### config.mk
export PLATFORM = sky130hd
export DESIGN_NAME = ex_operand_muldiv_flat
export DESIGN_NICKNAME = d
export VERILOG_FILES = /design/src/rtl/rv32i_types.sv /design/src/rtl/ex_operand_muldiv_if.sv /design/src/rtl/ex_operand_muldiv_muldiv_iter.sv /design/src/rtl/ex_operand_muldiv.sv /design/src/flat_wrapper.sv
export SDC_FILE = /design/constraint.sdc
export NUM_CORES = 1
export LEC_CHECK = 0
export CORE_UTILIZATION = 52
export CTS_BUF_LIST = sky130_fd_sc_hd__clkbuf_2
export DETAILED_ROUTE_END_ITERATION = 16
export PLACE_DENSITY_LB_ADDON = 0.25
export SYNTH_ARGS = -nofsm -noshare
export SYNTH_HDL_FRONTEND = slang
export SYNTH_SLANG_ARGS = --single-unit
### constraint.sdc
create_clock -name clk -period 20.2 [get_ports clk]
set_clock_uncertainty 0.2 [all_clocks]
set_input_delay 6.06 -clock clk [delete_from_list [all_inputs] [get_ports clk]]
set_output_delay 6.06 -clock clk [all_outputs]
set_load 0.005 [all_outputs]
### src/rtl/rv32i_types.sv
// Shared RV32 execute-stage types: M-extension funct3 encodings, the
// forwarding-select constants used with the forwarding unit, and mul/div FSM states.
package rv32i_types;

  typedef enum logic [2:0] {
    MUL    = 3'd0,
    MULH   = 3'd1,
    MULHSU = 3'd2,
    MULHU  = 3'd3,
    DIV    = 3'd4,
    DIVU   = 3'd5,
    REM    = 3'd6,
    REMU   = 3'd7
  } muldiv_funct3_t;

  typedef enum logic [1:0] {
    MD_IDLE = 2'd0,
    MD_CALC = 2'd1,
    MD_DONE = 2'd2
  } md_state_t;

  localparam logic [1:0] fwd_idex = 2'b00;
  localparam logic [1:0] fwd_mem  = 2'b10;
  localparam logic [1:0] fwd_wb   = 2'b01;

endpackage

### src/rtl/ex_operand_muldiv_if.sv
// Mul/div issue and completion signals between the EX pipeline control
// (master) and the operand/mul-div block (slave).
interface ex_operand_muldiv_if #(
  parameter int XLEN = 32
);
  logic            ex_valid;
  logic            ex_is_muldiv;
  logic [2:0]      ex_funct3;
  logic            flush;
  logic [XLEN-1:0] md_result;
  logic            md_done;
  logic            md_stall;

  modport master (
    output ex_valid, ex_is_muldiv, ex_funct3, flush,
    input  md_result, md_done, md_stall
  );

  modport slave (
    input  ex_valid, ex_is_muldiv, ex_funct3, flush,
    output md_result, md_done, md_stall
  );
endinterface

### src/rtl/ex_operand_muldiv_muldiv_iter.sv
// Iterative RV32M engine: one shift-add or restoring shift-subtract step per
// CALC cycle on operand magnitudes, with sign fixup on the final step.
module muldiv_iter
  import rv32i_types::*;
#(
  parameter int XLEN      = 32,
  parameter int MD_CYCLES = 32
) (
  input  logic            clk,
  input  logic            rst,
  input  logic [XLEN-1:0] op_a,
  input  logic [XLEN-1:0] op_b,
  ex_operand_muldiv_if.slave md
);

  localparam logic [XLEN-1:0] INT_MIN = {1'b1, {(XLEN-1){1'b0}}};

  md_state_t         state_q, state_d;
  logic [5:0]        cnt_q, cnt_d;
  muldiv_funct3_t    f3_q, f3_d, f3_in;
  logic              neg_q, neg_d, rneg_q, rneg_d;
  logic [XLEN-1:0]   b_q, b_d, res_q, res_d;
  logic [2*XLEN-1:0] acc_q, acc_d, acc_step, prod_fix;
  logic [XLEN:0]     sum, rem_sh;
  logic [XLEN-1:0]   quo, rem, quo_fix, rem_fix, fix_res, special_res, mag_a, mag_b;
  logic signed [XLEN-1:0] a_s, b_s;
  logic              a_sgn, b_sgn, sa, sb, start, div0, ovf, special;

  // Issue decode: signedness, magnitudes and the cases that skip iteration
  always_comb begin
    f3_in   = muldiv_funct3_t'(md.ex_funct3);
    a_s     = signed'(op_a);
    b_s     = signed'(op_b);
    a_sgn   = f3_in inside {MULH, MULHSU, DIV, REM};
    b_sgn   = f3_in inside {MULH, DIV, REM};
    sa      = a_sgn && (a_s < 0);
    sb      = b_sgn && (b_s < 0);
    mag_a   = sa ? -op_a : op_a;
    mag_b   = sb ? -op_b : op_b;
    start   = md.ex_valid & md.ex_is_muldiv & ~md.flush;
    div0    = md.ex_funct3[2] && (op_b == '0);
    ovf     = (f3_in == DIV || f3_in == REM) && (op_a == INT_MIN) && (b_s == -1);
    special = div0 || ovf;
    special_res = div0 ? (md.ex_funct3[1] ? op_a : '1)
                       : ((f3_in == DIV) ? INT_MIN : '0);
  end

  // One iteration; acc holds {partial product, multiplier} or {remainder, quotient}
  always_comb begin
    sum    = {1'b0, acc_q[2*XLEN-1:XLEN]} + (acc_q[0] ? {1'b0, b_q} : '0);
    rem_sh = acc_q[2*XLEN-1:XLEN-1];
    if (f3_q inside {DIV, DIVU, REM, REMU}) begin
      if (rem_sh >= {1'b0, b_q}) acc_step = {rem_sh[XLEN-1:0] - b_q, acc_q[XLEN-2:0], 1'b1};
      else                       acc_step = {acc_q[2*XLEN-2:0], 1'b0};
    end else begin
      acc_step = {sum, acc_q[XLEN-1:1]};
    end
    prod_fix = neg_q ? -acc_step : acc_step;
    quo      = acc_step[XLEN-1:0];
    rem      = acc_step[2*XLEN-1:XLEN];
    quo_fix  = neg_q ? -quo : quo;
    rem_fix  = rneg_q ? -rem : rem;
    case (f3_q)
      MUL:                 fix_res = prod_fix[XLEN-1:0];
      MULH, MULHSU, MULHU: fix_res = prod_fix[2*XLEN-1:XLEN];
      DIV, DIVU:           fix_res = quo_fix;
      default:             fix_res = rem_fix;
    endcase
  end

  always_comb begin
    state_d     = state_q;
    cnt_d       = cnt_q;
    f3_d        = f3_q;
    neg_d       = neg_q;
    rneg_d      = rneg_q;
    b_d         = b_q;
    acc_d       = acc_q;
    res_d       = res_q;
    md.md_done  = 1'b0;
    md.md_stall = 1'b0;
    case (state_q)
      MD_IDLE: begin
        if (start) begin
          md.md_stall = 1'b1;
          if (special) begin
            state_d = MD_DONE;
            res_d   = special_res;
          end else begin
            state_d = MD_CALC;
            cnt_d   = 6'(MD_CYCLES - 1);
            f3_d    = f3_in;
            neg_d   = sa ^ sb;
            rneg_d  = sa;
            b_d     = mag_b;
            acc_d   = {{XLEN{1'b0}}, mag_a};
          end
        end
      end
      MD_CALC: begin
        if (md.flush) begin
          state_d = MD_IDLE;
          cnt_d   = '0;
        end else begin
          md.md_stall = 1'b1;
          acc_d       = acc_step;
          if (cnt_q == '0) begin
            state_d = MD_DONE;
            res_d   = fix_res;
          end else begin
            cnt_d = cnt_q - 6'd1;
          end
        end
      end
      default: begin
        md.md_done = ~md.flush;
        state_d    = MD_IDLE;
      end
    endcase
  end

  assign md.md_result = res_q;

  always_ff @(posedge clk) begin
    if (rst) begin
      state_q <= MD_IDLE;
      cnt_q   <= '0;
      res_q   <= '0;
    end else begin
      state_q <= state_d;
      cnt_q   <= cnt_d;
      res_q   <= res_d;
    end
    f3_q   <= f3_d;
    neg_q  <= neg_d;
    rneg_q <= rneg_d;
    b_q    <= b_d;
    acc_q  <= acc_d;
  end

endmodule

### src/rtl/ex_operand_muldiv.sv
// Execute-stage operand select (forwarding muxes) feeding the ALU, branch
// comparator and store path, plus the iterative mul/div engine.
module ex_operand_muldiv
  import rv32i_types::*;
#(
  parameter int XLEN      = 32,
  parameter int MD_CYCLES = 32
) (
  input  logic            clk,
  input  logic            rst,
  input  logic [1:0]      forwardA,
  input  logic [1:0]      forwardB,
  input  logic [XLEN-1:0] id_ex_rs1_data,
  input  logic [XLEN-1:0] id_ex_rs2_data,
  input  logic [XLEN-1:0] ex_mem_fwd_data,
  input  logic [XLEN-1:0] mem_wb_fwd_data,
  output logic [XLEN-1:0] rs1_fwd,
  output logic [XLEN-1:0] rs2_fwd,
  ex_operand_muldiv_if.slave md
);

  // Select code 11 is unused by the forwarding unit and falls back to ID/EX
  always_comb begin
    case (forwardA)
      fwd_mem: rs1_fwd = ex_mem_fwd_data;
      fwd_wb:  rs1_fwd = mem_wb_fwd_data;
      default: rs1_fwd = id_ex_rs1_data;
    endcase
    case (forwardB)
      fwd_mem: rs2_fwd = ex_mem_fwd_data;
      fwd_wb:  rs2_fwd = mem_wb_fwd_data;
      default: rs2_fwd = id_ex_rs2_data;
    endcase
  end

  muldiv_iter #(
    .XLEN      (XLEN),
    .MD_CYCLES (MD_CYCLES)
  ) u_muldiv_iter (
    .clk  (clk),
    .rst  (rst),
    .op_a (rs1_fwd),
    .op_b (rs2_fwd),
    .md   (md)
  );

endmodule

### src/flat_wrapper.sv
// flat-port wrapper written by rule: the top's interface ports become plain ports
module ex_operand_muldiv_flat import rv32i_types::*;
#(
  parameter int XLEN      = 32,
  parameter int MD_CYCLES = 32
)
  (clk, rst, forwardA, forwardB, id_ex_rs1_data, id_ex_rs2_data, ex_mem_fwd_data, mem_wb_fwd_data, rs1_fwd, rs2_fwd, md_ex_valid, md_ex_is_muldiv, md_ex_funct3, md_flush, md_md_result, md_md_done, md_md_stall);
  ex_operand_muldiv_if #(.XLEN(XLEN)) md_i ();
  input  logic clk;
  input  logic rst;
  input  logic [1:0] forwardA;
  input  logic [1:0] forwardB;
  input  logic [XLEN-1:0] id_ex_rs1_data;
  input  logic [XLEN-1:0] id_ex_rs2_data;
  input  logic [XLEN-1:0] ex_mem_fwd_data;
  input  logic [XLEN-1:0] mem_wb_fwd_data;
  output logic [XLEN-1:0] rs1_fwd;
  output logic [XLEN-1:0] rs2_fwd;
  input wire logic [$bits(md_i.ex_valid)-1:0] md_ex_valid;
  input wire logic [$bits(md_i.ex_is_muldiv)-1:0] md_ex_is_muldiv;
  input wire logic [$bits(md_i.ex_funct3)-1:0] md_ex_funct3;
  input wire logic [$bits(md_i.flush)-1:0] md_flush;
  output wire logic [$bits(md_i.md_result)-1:0] md_md_result;
  output wire logic [$bits(md_i.md_done)-1:0] md_md_done;
  output wire logic [$bits(md_i.md_stall)-1:0] md_md_stall;
  assign md_i.ex_valid = md_ex_valid;
  assign md_i.ex_is_muldiv = md_ex_is_muldiv;
  assign md_i.ex_funct3 = md_ex_funct3;
  assign md_i.flush = md_flush;
  assign md_md_result = md_i.md_result;
  assign md_md_done = md_i.md_done;
  assign md_md_stall = md_i.md_stall;
  ex_operand_muldiv #(.XLEN(XLEN), .MD_CYCLES(MD_CYCLES)) u_core (.clk(clk), .rst(rst), .forwardA(forwardA), .forwardB(forwardB), .id_ex_rs1_data(id_ex_rs1_data), .id_ex_rs2_data(id_ex_rs2_data), .ex_mem_fwd_data(ex_mem_fwd_data), .mem_wb_fwd_data(mem_wb_fwd_data), .rs1_fwd(rs1_fwd), .rs2_fwd(rs2_fwd), .md(md_i));
endmodule
-- Word-level counts from Yosys, hierarchy flattened
Cells that the tools add are included.
- input port bits: 140
- output and inout bits: 98
- register bits after elaboration: 141
- $add $sub $neg: 8
- magnitude comparators: 3
- reductions and logical operators: 23
- equal/unequal tests: 25
- mux-type cells: 37
- bitwise operators: 5
- operator list (kind ; number):
    $mux W32 ; 12
    $mux W64 ; 6
    $pmux W32 S2 ; 3
    $neg A32 Y32 ; 4
    $pmux W64 S2 ; 1
    $pmux W32 S3 ; 1
    $lt A32 B1 Y1 const B ; 2
    $neg A64 Y64 ; 1
    $add A32 B32 Y33 ; 1
    $ge A33 B32 Y1 ; 1
    $eq A32 B1 Y1 const B ; 1
    $eq A32 B32 Y1 const B ; 1
    $logic_not A32 Y1 ; 1
    $sub A32 B32 Y32 ; 1
    $mux W6 ; 4
    $eq A3 B3 Y1 const B ; 6
    $pmux W6 S2 ; 1
    $ne A2 B2 Y1 const B ; 5
    $eq A3 B2 Y1 const B ; 3
    $mux W2 ; 4
    $reduce_and A4 Y1 ; 2
    $reduce_bool A4 Y1 ; 2
    $eq A2 B1 Y1 const B ; 3
    $eq A3 B1 Y1 const B ; 2
    21 further kinds ; 33

-- Depth between registers and ports, before layout
- depth in word-level cells: 9
- mapped depth: 22

-- Hierarchy
Synthesis repeated with hierarchy kept, for this count alone.
- cells, all modules: 2171
- area total of the unflattened synthesis: 16271.9 µm²
- by module, submodules not included (module ; cells an instance ; area an instance (µm²) ; instances):
    muldiv_iter ; 1945 ; 14998.1 ; 1
    ex_operand_muldiv ; 226 ; 1273.7 ; 1

-- Worst setup path after synthesis
No wires, ideal clock.
- kind: in2reg
- start: input forwardB[0]
- end: register u_core.u_muldiv_iter.acc_q[0] (enable)
- data required time: 19.171 ns
- path slack: 0.317 ns
- cell stages on the path: 15
- data arrival time: 18.854 ns
- path through: inv_1 > ha_1 > clkbuf_1 > clkbuf_1 > buf_2 > buf_2 > buf_1 > a21oi_1 > ha_1 > and3_1 > and2_1 > nand3_1 > nor4_2 > a21o_1 > a2111oi_0
- longest elaborated chain between the ends: 7
- RTL lines (item ; RTL line ; text):
    start, declared ; flat_wrapper.sv:12 ; input logic [1:0] forwardB;
    $eq A2 B1 Y1 or $eq A2 B2 Y1 (tied branches) ; ex_operand_muldiv.sv:29 ; case (forwardB)
    $pmux W32 S2 (*) ; ex_operand_muldiv.sv:29 ;
    $eq A32 B1 Y1 or $logic_not A32 Y1 (tied branches) ; ex_operand_muldiv_muldiv_iter.sv:42, ex_operand_muldiv_muldiv_iter.sv:41 ;
    $logic_and A1 B1 Y1, on equally long branches ; ex_operand_muldiv_muldiv_iter.sv:42, ex_operand_muldiv_muldiv_iter.sv:41 ;
    $logic_or A1 B1 Y1 (*) ; ex_operand_muldiv_muldiv_iter.sv:43 ; special = div0 || ovf;
    $ne A2 B2 Y1 (no line) (*) ; - ;
    $reduce_and A4 Y1 (no line) (*) ; - ;
    end signal, assigned ; ex_operand_muldiv_muldiv_iter.sv:138 ; acc_q <= acc_d;
    end, declared ; ex_operand_muldiv_muldiv_iter.sv:23 ; logic [2*XLEN-1:0] acc_q, acc_d, acc_step, prod_fix;
Mark *: on every way between the ends. The rest lies on a longest branch, timed or not.
A chain may end at the register's enable or synchronous reset.

-- Worst setup path after layout
- start: input forwardB[0]
- end: output rs2_fwd[22]
- longest elaborated chain between the ends: 2
- RTL lines (item ; RTL line ; text):
    $eq A2 B1 Y1 or $eq A2 B2 Y1 (tied branches) ; ex_operand_muldiv.sv:29 ;
    $pmux W32 S2 (*) ; ex_operand_muldiv.sv:29 ;
    end, declared ; flat_wrapper.sv:18 ; output logic [XLEN-1:0] rs2_fwd;
Marked as above.

==> results_dict.tcl <==
set metrics [dict create \
    setup_tns_ns 0 \
    max_cap_viol_count 0 \
    synth_area_leaders "edfxtp_1 18%, a21oi_1 7.5%, xnor2_1 6.1%" \
    yosysWarnings 0 \
    status "finished clean" \
    synthCells 2267 \
    die_y_um 181 \
    first_global_vias 18000 \
    final-setup-viol-count 0 \
    die_x_um 181 \
    worst_pin_slew_ns 1.29 \
    powerDensity_nw_per_um2 48.6 \
    yosys.area.top_type "edfxtp_1" \
    drc 0 \
    synthArstFlopShare 0 \
    yosysSeqAreaShare 0.229 \
    start_util 0.529 \
    hold_path.class "register to register" \
    end_kind "output port" \
    dp_hpwl_mm 57.1 \
    clockBufferDepth 2 \
    antenna_found_initial 1 \
    wl_mm 72.3 \
    area_growth_pct 16.5 \
    slew_viol_final 0 \
    ys_ff_latch 141 \
    dominantRegCellSynth "edfxtp_1" \
    ant_nets 0 \
    ctsHoldBuffers 0 \
    required_ns 13.94 \
    firstDrtPassIters 7 \
    period_share 0.755 \
    p_leak_nw 7.46 \
    num_vias 19500 \
    htreeDepth 4 \
    port_buffers 237 \
    place_congestion 1.09 \
    synth_cell_types 100 \
    core-area_um2 31600 \
    cts-root-buf "clkbuf_2" \
    track_usage 0.430 \
    critPathKind "primary input to output port" \
    netlist_area_um2 16700 \
    hold_viol_final 0 \
    dieArea_um2 32900 \
    cts_tree "done" \
    grt_max_degree 96 \
    final_common_cell "a21oi_1" \
    critPathMaxStageDelay_ns 0.92 \
    vdd_drop_max_mv 0.0281 \
    drive_gt1_frac 0.0475 \
    avgSynthCellArea_um2 7.38 \
    crit_top_cell "clkdlybuf4s50_1" \
    synth-edff-count 101 \
    overflow 0 \
    num_rows 65 \
    io-pin-count 238 \
    cts_made_buffers 17 \
    fillers 2904 \
    slew_headroom 0.140 \
    rsz0062_at_grt "false" \
    dr.first_iter.drc_count 2689 \
    p_total_mw 0.946 \
    path_clk_slew_ns 0.21 \
    min_period_ns 15.24 \
    post-cts-setup-buffer-count 0 \
    synth_top_area_share 0.181 \
    critPathArrivalTime_ns 8.98 \
    grt_first_pass_wirelength_mm 107 \
    crit_chain "clkdlybuf4s50_1 > ha_1 > a22oi_1 > o21ai_0 > clkdlybuf4s50_1" \
    cts-resized-gates 0 \
    layout_common_cells "249 x a21oi_1, 237 x clkdlybuf4s50_1, 209 x nor2_1" \
    wl_per_cell_um 25.6 \
    path_max_fanout 32 \
    numClockSinks 141 \
    clock_latency_ns 0.79 \
    cp-start-kind "primary input" \
    viasPerCell 6.89 \
    max_freq_mhz 65.6 \
    syn-num-nets 2484 \
    slowest_stage "ha_1" \
    nets 2624 \
]
[state kept, by name, summed over array words and instances, names as in the netlist]
register,count
u_core.u_muldiv_iter.f3_q,3
u_core.u_muldiv_iter.acc_q,64
u_core.u_muldiv_iter.cnt_q,6
u_core.u_muldiv_iter.neg_q,1
u_core.u_muldiv_iter.rneg_q,1
u_core.u_muldiv_iter.md.md_result,32
u_core.u_muldiv_iter.b_q,32
u_core.u_muldiv_iter.state_q,2
[worst max-delay path: cells and delay by family]
family | cells | cell delay (ns)
buf+inv | 2 | 1.14
fa+ha+maj | 1 | 0.92
compound gates | 2 | 0.86
[per-layer routing]
metal  GRT usage  vias up  wire length, um
li1            -     8722                -
met1       0.531     9125            27200
met2       0.693     1333            32400
met3      0.0885      277             7890
met4       0.250        0             4810
met5           0        -                0
[cells by family (layout without fill, tap and decap cells)]
kind of cell	after synthesis	after routing	synth area share
AOI/OAI and AO/OA	815	815	0.318
and+or+nand+nor	767	767	0.224
buffers and inverters	269	422	0.0631
xor gates and xnor gates	153	153	0.0801
DFF	141	141	0.229
adders and majority gates	77	77	0.0585
muxes	45	45	0.0272
other	0	1	0
[layout make-up]
cell class / instances / area, um^2 / share of cell area
Tap cell: 402 / 503 / 0.0258
Multi-Input combinational cell: 1857 / 11900 / 0.609
Sequential cell: 141 / 3830 / 0.197
Inverter: 129 / 484 / 0.0249
Antenna cell: 1 / 2.50 / 0.000128
Clock inverter: 13 / 140 / 0.00719
Clock buffer: 19 / 95.1 / 0.00488
Timing Repair Buffer: 261 / 2550 / 0.131
[worst paths after layout]
kind	startpoint	endpoint	slack, ns	depth (start not counted)
max	forwardB[0]	rs2_fwd[22]	4.96	5
min	u_core.u_muldiv_iter.md.md_result[6]$_SDFFE_PP0P_	u_core.u_muldiv_iter.md.md_result[6]$_SDFFE_PP0P_	0.28	2
max reg2reg	u_core.u_muldiv_iter.acc_q[46]$_SDFFCE_PN0P_	u_core.u_muldiv_iter.md.md_result[26]$_SDFFE_PP0P_	12.95	18
min reg2reg	u_core.u_muldiv_iter.md.md_result[6]$_SDFFE_PP0P_	u_core.u_muldiv_iter.md.md_result[6]$_SDFFE_PP0P_	0.28	2
[cell usage after synthesis, types with 37 or more instances]
master / n
o21ai_0: 171
clkbuf_1: 101
and2_1: 46
dfxtp_1: 40
nor3_1: 69
a22oi_1: 72
inv_1: 126
xor2_1: 37
nor2_1: 211
nand2_1: 205
mux2i_1: 41
nand3_1: 49
ha_1: 75
a21oi_1: 249
xnor2_1: 116
edfxtp_1: 101
[report_power, final]
part | internal (mW) | leakage [nW] | switching [mW]
Clock | 0.0580 | 0.129 | 0.115
Combinational | 0.167 | 6.06 | 0.264
Sequential | 0.329 | 1.27 | 0.0130
Total | 0.554 | 7.46 | 0.392
[through the flow]
step / util / std cells / hold slack, ns / setup slack [ns] / instance area, um^2
2_1_floorplan: - / 2267 / 0.241 / 0.317 / 16700
3_3_place_gp: 0.608 / 2790 / 0.248 / 5.10 / 19200
3_5_place_dp: 0.608 / 2790 / 0.254 / 5.08 / 19200
4_1_cts: 0.616 / 2822 / 0.278 / 5.07 / 19500
5_1_grt: 0.616 / 2823 / 0.296 / 4.86 / 19500
6_report: 0.616 / 2823 / 0.280 / 4.96 / 19500
(Power assumes the default switching activity.)
